### src/rtl/ebpc_znz_encoder.sv
// EBPC encoder front end: turns a word stream into a bit-packed zero/non-zero
// run-length code (znz), a stream of non-zero values (nz) and one frame-length
// word per frame (num_words).
// Optional build macro EBPC_ZNZ_ENC_STATS_EN adds zero_words_o, the count of
// zero words per frame, valid together with num_words_o.
module ebpc_znz_encoder #(
  parameter int unsigned DATA_W        = 8,
  parameter int unsigned OUT_W         = 8,
  parameter int unsigned MAX_ZRL_W     = 4,
  parameter int unsigned LOG_MAX_WORDS = 24
) (
  input  logic                     clk_i,
  input  logic                     rst_i,
  input  logic [DATA_W-1:0]        data_i,
  input  logic                     last_i,
  input  logic                     vld_i,
  output logic                     rdy_o,
  output logic [OUT_W-1:0]         znz_o,
  output logic                     znz_last_o,
  output logic                     znz_vld_o,
  input  logic                     znz_rdy_i,
  output logic [DATA_W-1:0]        nz_o,
  output logic                     nz_vld_o,
  input  logic                     nz_rdy_i,
  output logic [LOG_MAX_WORDS-1:0] num_words_o,
  output logic                     num_words_vld_o,
  input  logic                     num_words_rdy_i
`ifdef EBPC_ZNZ_ENC_STATS_EN
  ,
  output logic [LOG_MAX_WORDS-1:0] zero_words_o
`endif
);

  localparam int unsigned SYM_W = 2 + MAX_ZRL_W;
  localparam int unsigned BUF_W = OUT_W - 1 + SYM_W;
  localparam int unsigned CNT_W = $clog2(BUF_W + 1);

  typedef enum logic {RUN, FLUSH} state_t;

  state_t                   r_state, w_state_nxt;
  logic                     r_en;
  logic                     r_last_loaded;
  logic [BUF_W-1:0]         r_buf;
  logic [CNT_W-1:0]         r_cnt;
  logic [MAX_ZRL_W-1:0]     r_run;
  logic [LOG_MAX_WORDS-1:0] r_wcnt;
  logic [OUT_W-1:0]         r_znz;
  logic                     r_znz_last, r_znz_vld;
  logic [DATA_W-1:0]        r_nz;
  logic                     r_nz_vld;
  logic [LOG_MAX_WORDS-1:0] r_nw;
  logic                     r_nw_vld;

  logic                     w_rdy, w_acc, w_zero, w_full, w_znz_free;
  logic                     w_emit, w_emit_last;
  logic [SYM_W-1:0]         w_sym;
  logic [CNT_W-1:0]         w_sym_len;
  logic [MAX_ZRL_W-1:0]     w_run_nxt, w_run_m1;
  logic [BUF_W-1:0]         w_buf_sh, w_buf_nxt;
  logic [CNT_W-1:0]         w_cnt_sh, w_cnt_nxt;

  assign w_acc      = vld_i & w_rdy;
  assign w_zero     = (data_i == '0);
  assign w_full     = (r_cnt >= CNT_W'(OUT_W));
  assign w_znz_free = !r_znz_vld | znz_rdy_i;
  assign w_run_m1   = r_run - MAX_ZRL_W'(1);

  // FSM state register
  always_ff @(posedge clk_i or posedge rst_i) begin
    if (rst_i) r_state <= RUN;
    else       r_state <= w_state_nxt;
  end

  // Next state, input ready and znz emit decisions.
  // In FLUSH a full word always goes out first; the closing word carries the
  // remaining (possibly zero) bits, so every frame ends with exactly one last word.
  always_comb begin
    w_state_nxt = r_state;
    w_rdy       = 1'b0;
    w_emit      = 1'b0;
    w_emit_last = 1'b0;
    case (r_state)
      RUN: begin
        w_rdy  = r_en & !w_full & (!r_nz_vld | nz_rdy_i);
        w_emit = w_full & w_znz_free;
        if (w_acc && last_i) w_state_nxt = FLUSH;
      end
      FLUSH: begin
        if (w_full) begin
          w_emit = w_znz_free;
        end else if (!r_last_loaded) begin
          w_emit      = w_znz_free;
          w_emit_last = w_znz_free;
        end else if (w_znz_free && (!r_nw_vld || num_words_rdy_i)) begin
          w_state_nxt = RUN;
        end
      end
      default: w_state_nxt = RUN;
    endcase
  end

  // Symbol generation for the accepted word and run-length bookkeeping
  always_comb begin
    w_sym     = '0;
    w_sym_len = '0;
    w_run_nxt = r_run;
    if (w_acc) begin
      if (w_zero) begin
        if (r_run == '1 || last_i) begin
          w_sym     = {1'b0, r_run, 1'b0};
          w_sym_len = CNT_W'(1 + MAX_ZRL_W);
          w_run_nxt = '0;
        end else begin
          w_run_nxt = r_run + MAX_ZRL_W'(1);
        end
      end else begin
        if (r_run != '0) begin
          w_sym     = {1'b0, w_run_m1, 1'b1};
          w_sym_len = CNT_W'(SYM_W);
        end else begin
          w_sym     = {1'b1, {(SYM_W-1){1'b0}}};
          w_sym_len = CNT_W'(1);
        end
        w_run_nxt = '0;
      end
    end
  end

  // Bit buffer update: drain the top word first, then append below the remaining bits
  always_comb begin
    w_buf_sh  = w_emit ? (r_buf << OUT_W) : r_buf;
    w_cnt_sh  = w_emit_last ? '0 : (w_emit ? (r_cnt - CNT_W'(OUT_W)) : r_cnt);
    w_buf_nxt = w_buf_sh | ((BUF_W'(w_sym) << (BUF_W - SYM_W)) >> w_cnt_sh);
    w_cnt_nxt = w_cnt_sh + w_sym_len;
  end

  // Datapath registers: bit buffer, run state, znz/nz output registers
  always_ff @(posedge clk_i or posedge rst_i) begin
    if (rst_i) begin
      r_en          <= 1'b0;
      r_last_loaded <= 1'b0;
      r_buf         <= '0;
      r_cnt         <= '0;
      r_run         <= '0;
      r_znz         <= '0;
      r_znz_last    <= 1'b0;
      r_znz_vld     <= 1'b0;
      r_nz          <= '0;
      r_nz_vld      <= 1'b0;
    end else begin
      r_en  <= 1'b1;
      r_buf <= w_buf_nxt;
      r_cnt <= w_cnt_nxt;
      r_run <= w_run_nxt;
      if (r_state == RUN)   r_last_loaded <= 1'b0;
      else if (w_emit_last) r_last_loaded <= 1'b1;
      if (w_emit) begin
        r_znz      <= r_buf[BUF_W-1 -: OUT_W];
        r_znz_vld  <= 1'b1;
        r_znz_last <= w_emit_last;
      end else if (znz_rdy_i) begin
        r_znz_vld  <= 1'b0;
        r_znz_last <= 1'b0;
      end
      if (w_acc && !w_zero) begin
        r_nz     <= data_i;
        r_nz_vld <= 1'b1;
      end else if (nz_rdy_i) begin
        r_nz_vld <= 1'b0;
      end
    end
  end

  // Frame word counter and num_words output register
  always_ff @(posedge clk_i or posedge rst_i) begin
    if (rst_i) begin
      r_wcnt   <= '0;
      r_nw     <= '0;
      r_nw_vld <= 1'b0;
    end else if (w_acc && last_i) begin
      r_nw     <= r_wcnt + LOG_MAX_WORDS'(1);
      r_nw_vld <= 1'b1;
      r_wcnt   <= '0;
    end else begin
      if (w_acc)           r_wcnt   <= r_wcnt + LOG_MAX_WORDS'(1);
      if (num_words_rdy_i) r_nw_vld <= 1'b0;
    end
  end

`ifdef EBPC_ZNZ_ENC_STATS_EN
  logic [LOG_MAX_WORDS-1:0] r_zcnt;
  logic [LOG_MAX_WORDS-1:0] r_zw;

  // Zero-word counter, published alongside num_words_o
  always_ff @(posedge clk_i or posedge rst_i) begin
    if (rst_i) begin
      r_zcnt <= '0;
      r_zw   <= '0;
    end else if (w_acc) begin
      if (last_i) begin
        r_zw   <= r_zcnt + LOG_MAX_WORDS'(w_zero);
        r_zcnt <= '0;
      end else begin
        r_zcnt <= r_zcnt + LOG_MAX_WORDS'(w_zero);
      end
    end
  end

  assign zero_words_o = r_zw;
`endif

  assign rdy_o           = w_rdy;
  assign znz_o           = r_znz;
  assign znz_last_o      = r_znz_last;
  assign znz_vld_o       = r_znz_vld;
  assign nz_o            = r_nz;
  assign nz_vld_o        = r_nz_vld;
  assign num_words_o     = r_nw;
  assign num_words_vld_o = r_nw_vld;

endmodule

### config.mk
export PLATFORM = sky130hd
export DESIGN_NAME = ebpc_znz_encoder
export DESIGN_NICKNAME = d
export VERILOG_FILES = /design/src/rtl/ebpc_znz_encoder.sv
export SDC_FILE = /design/constraint.sdc
export NUM_CORES = 1
export LEC_CHECK = 0
export ABC_CLOCK_PERIOD_IN_PS = 3200
export BUFFER_PORTS_ARGS = -buffer_cell sky130_fd_sc_hd__buf_2
export CAP_MARGIN = 15
export CORE_MARGIN = 8
export CORE_UTILIZATION = 48
export CTS_CLUSTER_SIZE = 24
export DETAILED_ROUTE_END_ITERATION = 7
export GPL_TIMING_DRIVEN = 1
export PLACE_DENSITY = 0.82
export SKIP_CTS_REPAIR_TIMING = 1
export SYNTH_ARGS = -nofsm -noshare
export SYNTH_HDL_FRONTEND = slang
export SYNTH_SLANG_ARGS = --single-unit
### constraint.sdc
create_clock -name clk_i -period 3.2 [get_ports clk_i]
set_clock_uncertainty 0.15 [all_clocks]
set_input_delay 0.48 -clock clk_i [delete_from_list [all_inputs] [get_ports clk_i]]
set_output_delay 0.48 -clock clk_i [all_outputs]
set_load 0.01 [all_outputs]
==> results.cfg, run 1 <==
[synthesis]
yosys-top-cells-count = 92 x dfrtp_1, 79 x nand2_1, 41 x o21ai_0
async_flop_share_pct = 100.0
synth_edf_count = 0
synth.avg_cell_area_sq_um = 9.804
synth_top_area_share_pct = 49.54
netlist_top_cells_area = dfrtp_1 50%, nand2_1 6.4%, o21ai_0 4.4%
synth_nets = 497
netlist_instances = 474
yosys_warnings = 0
yosysMostFrequentCell = dfrtp_1
seq_area_frac_synth_pct = 49.54
dominantRegCellSynth = dfrtp_1
netlist_area_sq_um = 4647
synth_top_cell_by_area = dfrtp_1
synth_cell_types = 60
ys_ff_latch = 92

[global_route]
grt_pass1_vias = 3703
grt_first_pass_wirelength_um = 17790
grt_antenna_before_repair = 0
grt_max_degree = 58
track_usage_pct = 16.83
gr-total-overflow = 0

[pwr]
finalPower_w = 0.003245
peakVddDrop_mv = 0.2631
leakage_nw = 2.456
power.density_nw_per_um2 = 615.6

[sta]
timing.fmax_ghz = 0.3649
hold_viol = 0
worst_pin_slew_ps = 804.1
setup_viol = 0
drv_slew = 0
period_needed_ps = 2741
slew_headroom_pct = 46.39
fin_tns_setup_ps = 0
whs_ps = 18.85
fin_crit_sh_pct = 85.64
rsz0062_at_grt = false

[die]
core_area_sq_um = 9594
ios = 60
die_area_sq_um = 13090
fp.dieW_um = 114.4
start_util_pct = 48.44
num_rows = 36
die_y_um = 114.4

[routing]
viasPerCell = 5.661
wire_per_inst_um = 15.79
first_iter_violations = 293
wirelength_um = 10490
ant_nets = 0
vias = 3759
drt_pass1_iterations = 5
drc = 0

[worst_setup_path]
crit_type = register to register
cp_slowest_cell = dfrtp_1
crit_chain = inv_1 > ha_1 > nor3b_2 > buf_4 > a21oi_1 > and2_1 > ha_1 > a21o_1 > a21oi_1 > xor2_1
cp_data_required_time_ps = 3340
crit_fanout = 10
arrival_ps = 2880
worst_path_dominant_cell_family = compound AO/OA/AOI/OAI gates
max_stage_delay_ps = 530
crit_path_start_kind = register
r2r_slack_ps = 460
end_kind = register
crit_buf_inv = 2

[job]
drv_cap = 0

[finish]
drive_above_1_share_pct = 21.85
fin_cells = 664
antennaDiodeCount = 0
final_area_sq_um = 5271
synthToLayoutAreaGrowth_pct = 13.44
nNetsFinal = 549

[clock_network]
clk_latency_ps = 370
path_clk_slew_ps = 90
htreeDepth = 3
clockBufferDepth = 2
root_buffer = clkbuf_8
tritoncts = done
numCtsBuffers = 9
cts.sinks = 92

[place]
dpl_cell_area_sq_um = 5086
placed_cells = 648
portBuffers = 59
place.gp.congestion = 0.8782
hpwlAfterDp_um = 7424

[worst_hold_path]
hp-class = input pin to async pin

[status]
status = finished clean
==> layer usage <==
| layer | part of all wire [%] | track usage, % | vias up | routed length [um] |
|---|---|---|---|---|
| met5 | 0 | 0 | - | 0 |
| met4 | 2.7 | 9.317 | 0 | 285 |
| met3 | 4.9 | 2.901 | 22 | 519 |
| met2 | 49 | 27.40 | 127 | 5185 |
| met1 | 43 | 20.77 | 1810 | 4495 |
| li1 | - | - | 1800 | - |
==> metrics by stage <==
stage | utilization (%) | setup slack [ps]
after floorplan | - | 178.0
after global placement | 53.01 | 664.2
after detailed placement | 53.01 | 528.4
after CTS | 54.94 | 505.0
after global routing | 54.94 | 290.7
final | 54.94 | 459.4
==> state kept, by name, summed over array words and instances, names as in the netlist <==
| register | count |
|---|---|
| nz_o | 8 |
| nz_vld_o | 1 |
| r_en | 1 |
| r_buf | 13 |
| znz_last_o | 1 |
| znz_o | 8 |
| znz_vld_o | 1 |
| r_wcnt | 24 |
| r_last_loaded | 1 |
| r_state | 1 |
| num_words_o | 24 |
| r_run | 4 |
| r_cnt | 4 |
| num_words_vld_o | 1 |
==> path summary, 6_finish.rpt <==
check | from | to | depth (start not counted)
max | r_run[0] | r_cnt[3] | 10
min | rst_i | num_words_vld_o | 2
max reg2reg | r_run[0] | r_cnt[3] | 10
min reg2reg | num_words_o[4] | num_words_o[4] | 2
max in group asynchronous | rst_i | num_words_o[17] | 3
min in group clk_i | data_i[5] | nz_o[5] | 3
==> cells in the final DEF, fill, tap and decap left out, drive strengths merged, types with 15 or more instances in the layout <==
master,instances
dfrtp,92
nand2,80
buf,69
o21ai,67
nand3,24
nor2,16
mux2,16
xor2,15
o31ai,15
==> area by class of cell <==
cell class	instances	area, sq um
Clock buffer	12	135.1
Clock inverter	4	50.05
Fill cell	841	4323
Tap cell	133	166.4
Multi-Input combinational cell	345	2200
Timing Repair Buffer	69	382.9
Sequential cell	92	2302
Inverter	9	35.03
==> cell families after synthesis <==
logic type,Yosys count,synth area share (%)
simple gates,159,16.42
compound gates,130,18.34
buf+inv,37,3.123
xor+xnor,24,4.524
mux,23,5.654
fa+ha+maj,8,2.315
flops,92,49.54
other cells,1,0.08070
==> report_power, final <==
part	internal [W]	switching [W]
Clock	0.000361	0.000399
Sequential	0.00137	0.000133
Combinational	0.000402	0.000580
No activity file was read; power rests on OpenSTA's default activity.
==> inputs of run 2 (changes only) <==
--- a/config.mk
+++ b/config.mk
@@ -5,7 +5,7 @@
 export SDC_FILE = /design/constraint.sdc
 export NUM_CORES = 1
 export LEC_CHECK = 0
-export ABC_CLOCK_PERIOD_IN_PS = 3200
+export ABC_CLOCK_PERIOD_IN_PS = 2500
 export BUFFER_PORTS_ARGS = -buffer_cell sky130_fd_sc_hd__buf_2
 export CAP_MARGIN = 15
 export CORE_MARGIN = 8
@@ -14,6 +14,7 @@
 export DETAILED_ROUTE_END_ITERATION = 7
 export GPL_TIMING_DRIVEN = 1
 export PLACE_DENSITY = 0.82
+export SETUP_SLACK_MARGIN = 0.05
 export SKIP_CTS_REPAIR_TIMING = 1
 export SYNTH_ARGS = -nofsm -noshare
 export SYNTH_HDL_FRONTEND = slang
==> constraint.sdc (replaced) <==
create_clock -name clk_i -period 2.5 [get_ports clk_i]
set_clock_uncertainty 0.15 [all_clocks]
set_input_delay 0.375 -clock clk_i [delete_from_list [all_inputs] [get_ports clk_i]]
set_output_delay 0.375 -clock clk_i [all_outputs]
set_load 0.01 [all_outputs]
==> run 2 against run 1 <==
The run now ends with hold timing left. Wire length decreased by 0.11%. Global-route usage decreased by 0.24 points. First-iteration DRC count increased by 7.5%. Cell count increased by 2.1%. Largest power group unchanged.
==> results.cfg, run 2 (synthesis results as in run 1) <==
[pwr]
power.density_nw_per_um2 = 795.8
peakVddDrop_mv = 0.3021
power_switching_w = 0.001411
clockPowerShare_pct = 26.4
power.internal_w = 0.002937
netSwitchingFraction_pct = 32.45
seqPwrFrac_pct = 44.1
p_comb_share_pct = 29.5
leakage_nw = 2.572

[sta]
period_needed_ps = 2332
fin_tns_setup_ps = 0
worst_pin_slew_ps = 725.5
timing.fmax_ghz = 0.4288
whs_ps = -20.90
drv_slew = 0
setup_viol = 0
slew_headroom_pct = 51.63
rsz0062_at_grt = false
hold_viol = 35
fin_crit_sh_pct = 93.28

[routing]
maxUsedRoutingLayer = met4
viasPerCell = 5.566
wl_met2_um = 5102
wire_per_inst_um = 15.45
ant_nets = 0
vias = 3774
drt_pass1_iterations = 5
wl_met3_um = 494
wirelength_um = 10470
drc = 0
routedLengthMet1_um = 4705
first_iter_violations = 315

[clock_network]
clk_latency_ps = 360
clockBufferDepth = 2
path_clk_slew_ps = 90
tritoncts = done
root_buffer = clkbuf_8
numCtsBuffers = 9
cts.sinks = 92
htreeDepth = 3

[worst_setup_path]
crit_path_start_kind = register
crit_fanout = 6
end_kind = register
arrival_ps = 2430
rr_startpoint = r_run[0]
rr_worst_depth = 8
crit_type = register to register
cp_data_required_time_ps = 2600
r2r_end = r_cnt[2]
r2r_slack_ps = 170

[place]
place.gp.congestion = 0.8632
portBuffers = 59
hpwlAfterDp_um = 7458

[worst_hold_path]
hp-class = input pin to async pin

[finish]
multi_input_area_sq_um = 2222
nNetsFinal = 563
layout_common_cells = 92 x dfrtp_1, 79 x nand2_1, 59 x buf_2
drive_above_1_share_pct = 25.14
area.sequential_sq_um = 2302
fillers = 832
synthToLayoutAreaGrowth_pct = 17.58
antennaDiodeCount = 0
final_common_cell = dfrtp_1

[die]
die_y_um = 114.4
num_rows = 36
die_area_sq_um = 13090
ios = 60
core_area_sq_um = 9594
fp.dieW_um = 114.4
start_util_pct = 48.44

[status]
status = finished, violations left
violations = hold timing

[global_route]
grt_pass1_vias = 3687
grt_first_pass_wirelength_um = 17800
grt_antenna_before_repair = 0
gr-total-overflow = 0
track_usage_pct = 16.60
grt_max_degree = 58

[job]
drv_cap = 0
run 2: stage by stage:
stage,power (W),cells,worst slack (ps),utilization [%],cell area [sq um]
2_1_floorplan,0.002771,474,75.14,-,4659
3_3_place_gp,0.003185,660,79.62,54.20,5200
3_5_place_dp,0.003239,660,79.81,54.20,5200
4_1_cts,0.004381,676,138.8,56.65,5435
5_1_grt,0.004592,678,36.43,56.95,5464
6_report,0.004348,678,167.9,56.95,5464
run 2: power by group through the flow:
| stage | logic (W) | clock network, W | registers (W) |
|---|---|---|---|
| final | 0.00128 | 0.00115 | 0.00192 |
| after global placement | 0.00125 | 0 | 0.00193 |
| after global routing | 0.00142 | 0.00122 | 0.00196 |
| after CTS | 0.00129 | 0.00117 | 0.00192 |
| after floorplan | 0.000767 | 0 | 0.00200 |
| after detailed placement | 0.00129 | 0 | 0.00195 |
run 2: routing by layer:
metal | vias up | GRT usage (%)
li1 | 1816 | -
met1 | 1836 | 21.63
met2 | 107 | 26.03
met5 | - | 0
met4 | 0 | 7.098
met3 | 15 | 3.586
run 2: how the worst max path moves through the flow:
stage	startpoint	to	slack (ps)	cells after the start
after floorplan	r_run[0]	r_cnt[3]	80	10
after global placement	data_i[4]	r_cnt[1]	80	7
after detailed placement	data_i[4]	r_cnt[1]	80	7
after CTS	r_run[0]	r_buf[7]	140	8
after global routing	r_run[0]	r_buf[7]	40	8
final	r_run[0]	r_cnt[2]	170	8
run 2: critical path, cell delays in order (launching register included):
cell and delay [ps]:
dfrtp_1 440, ha_1 290, a31oi_2 290, nor3_4 90
a21oi_1 120, nor2_1 60, ha_1 230, fa_1 380
xor2_1 170
run 2: layout make-up:
type                            instances  share of cell area [%]
Clock buffer                           12                   3.023
Clock inverter                          4                   1.282
Inverter                                9                  0.6870
Multi-Input combinational cell        345                   40.67
Sequential cell                        92                   42.13
Tap cell                              133                   3.046
Timing Repair Buffer                   83                   9.160
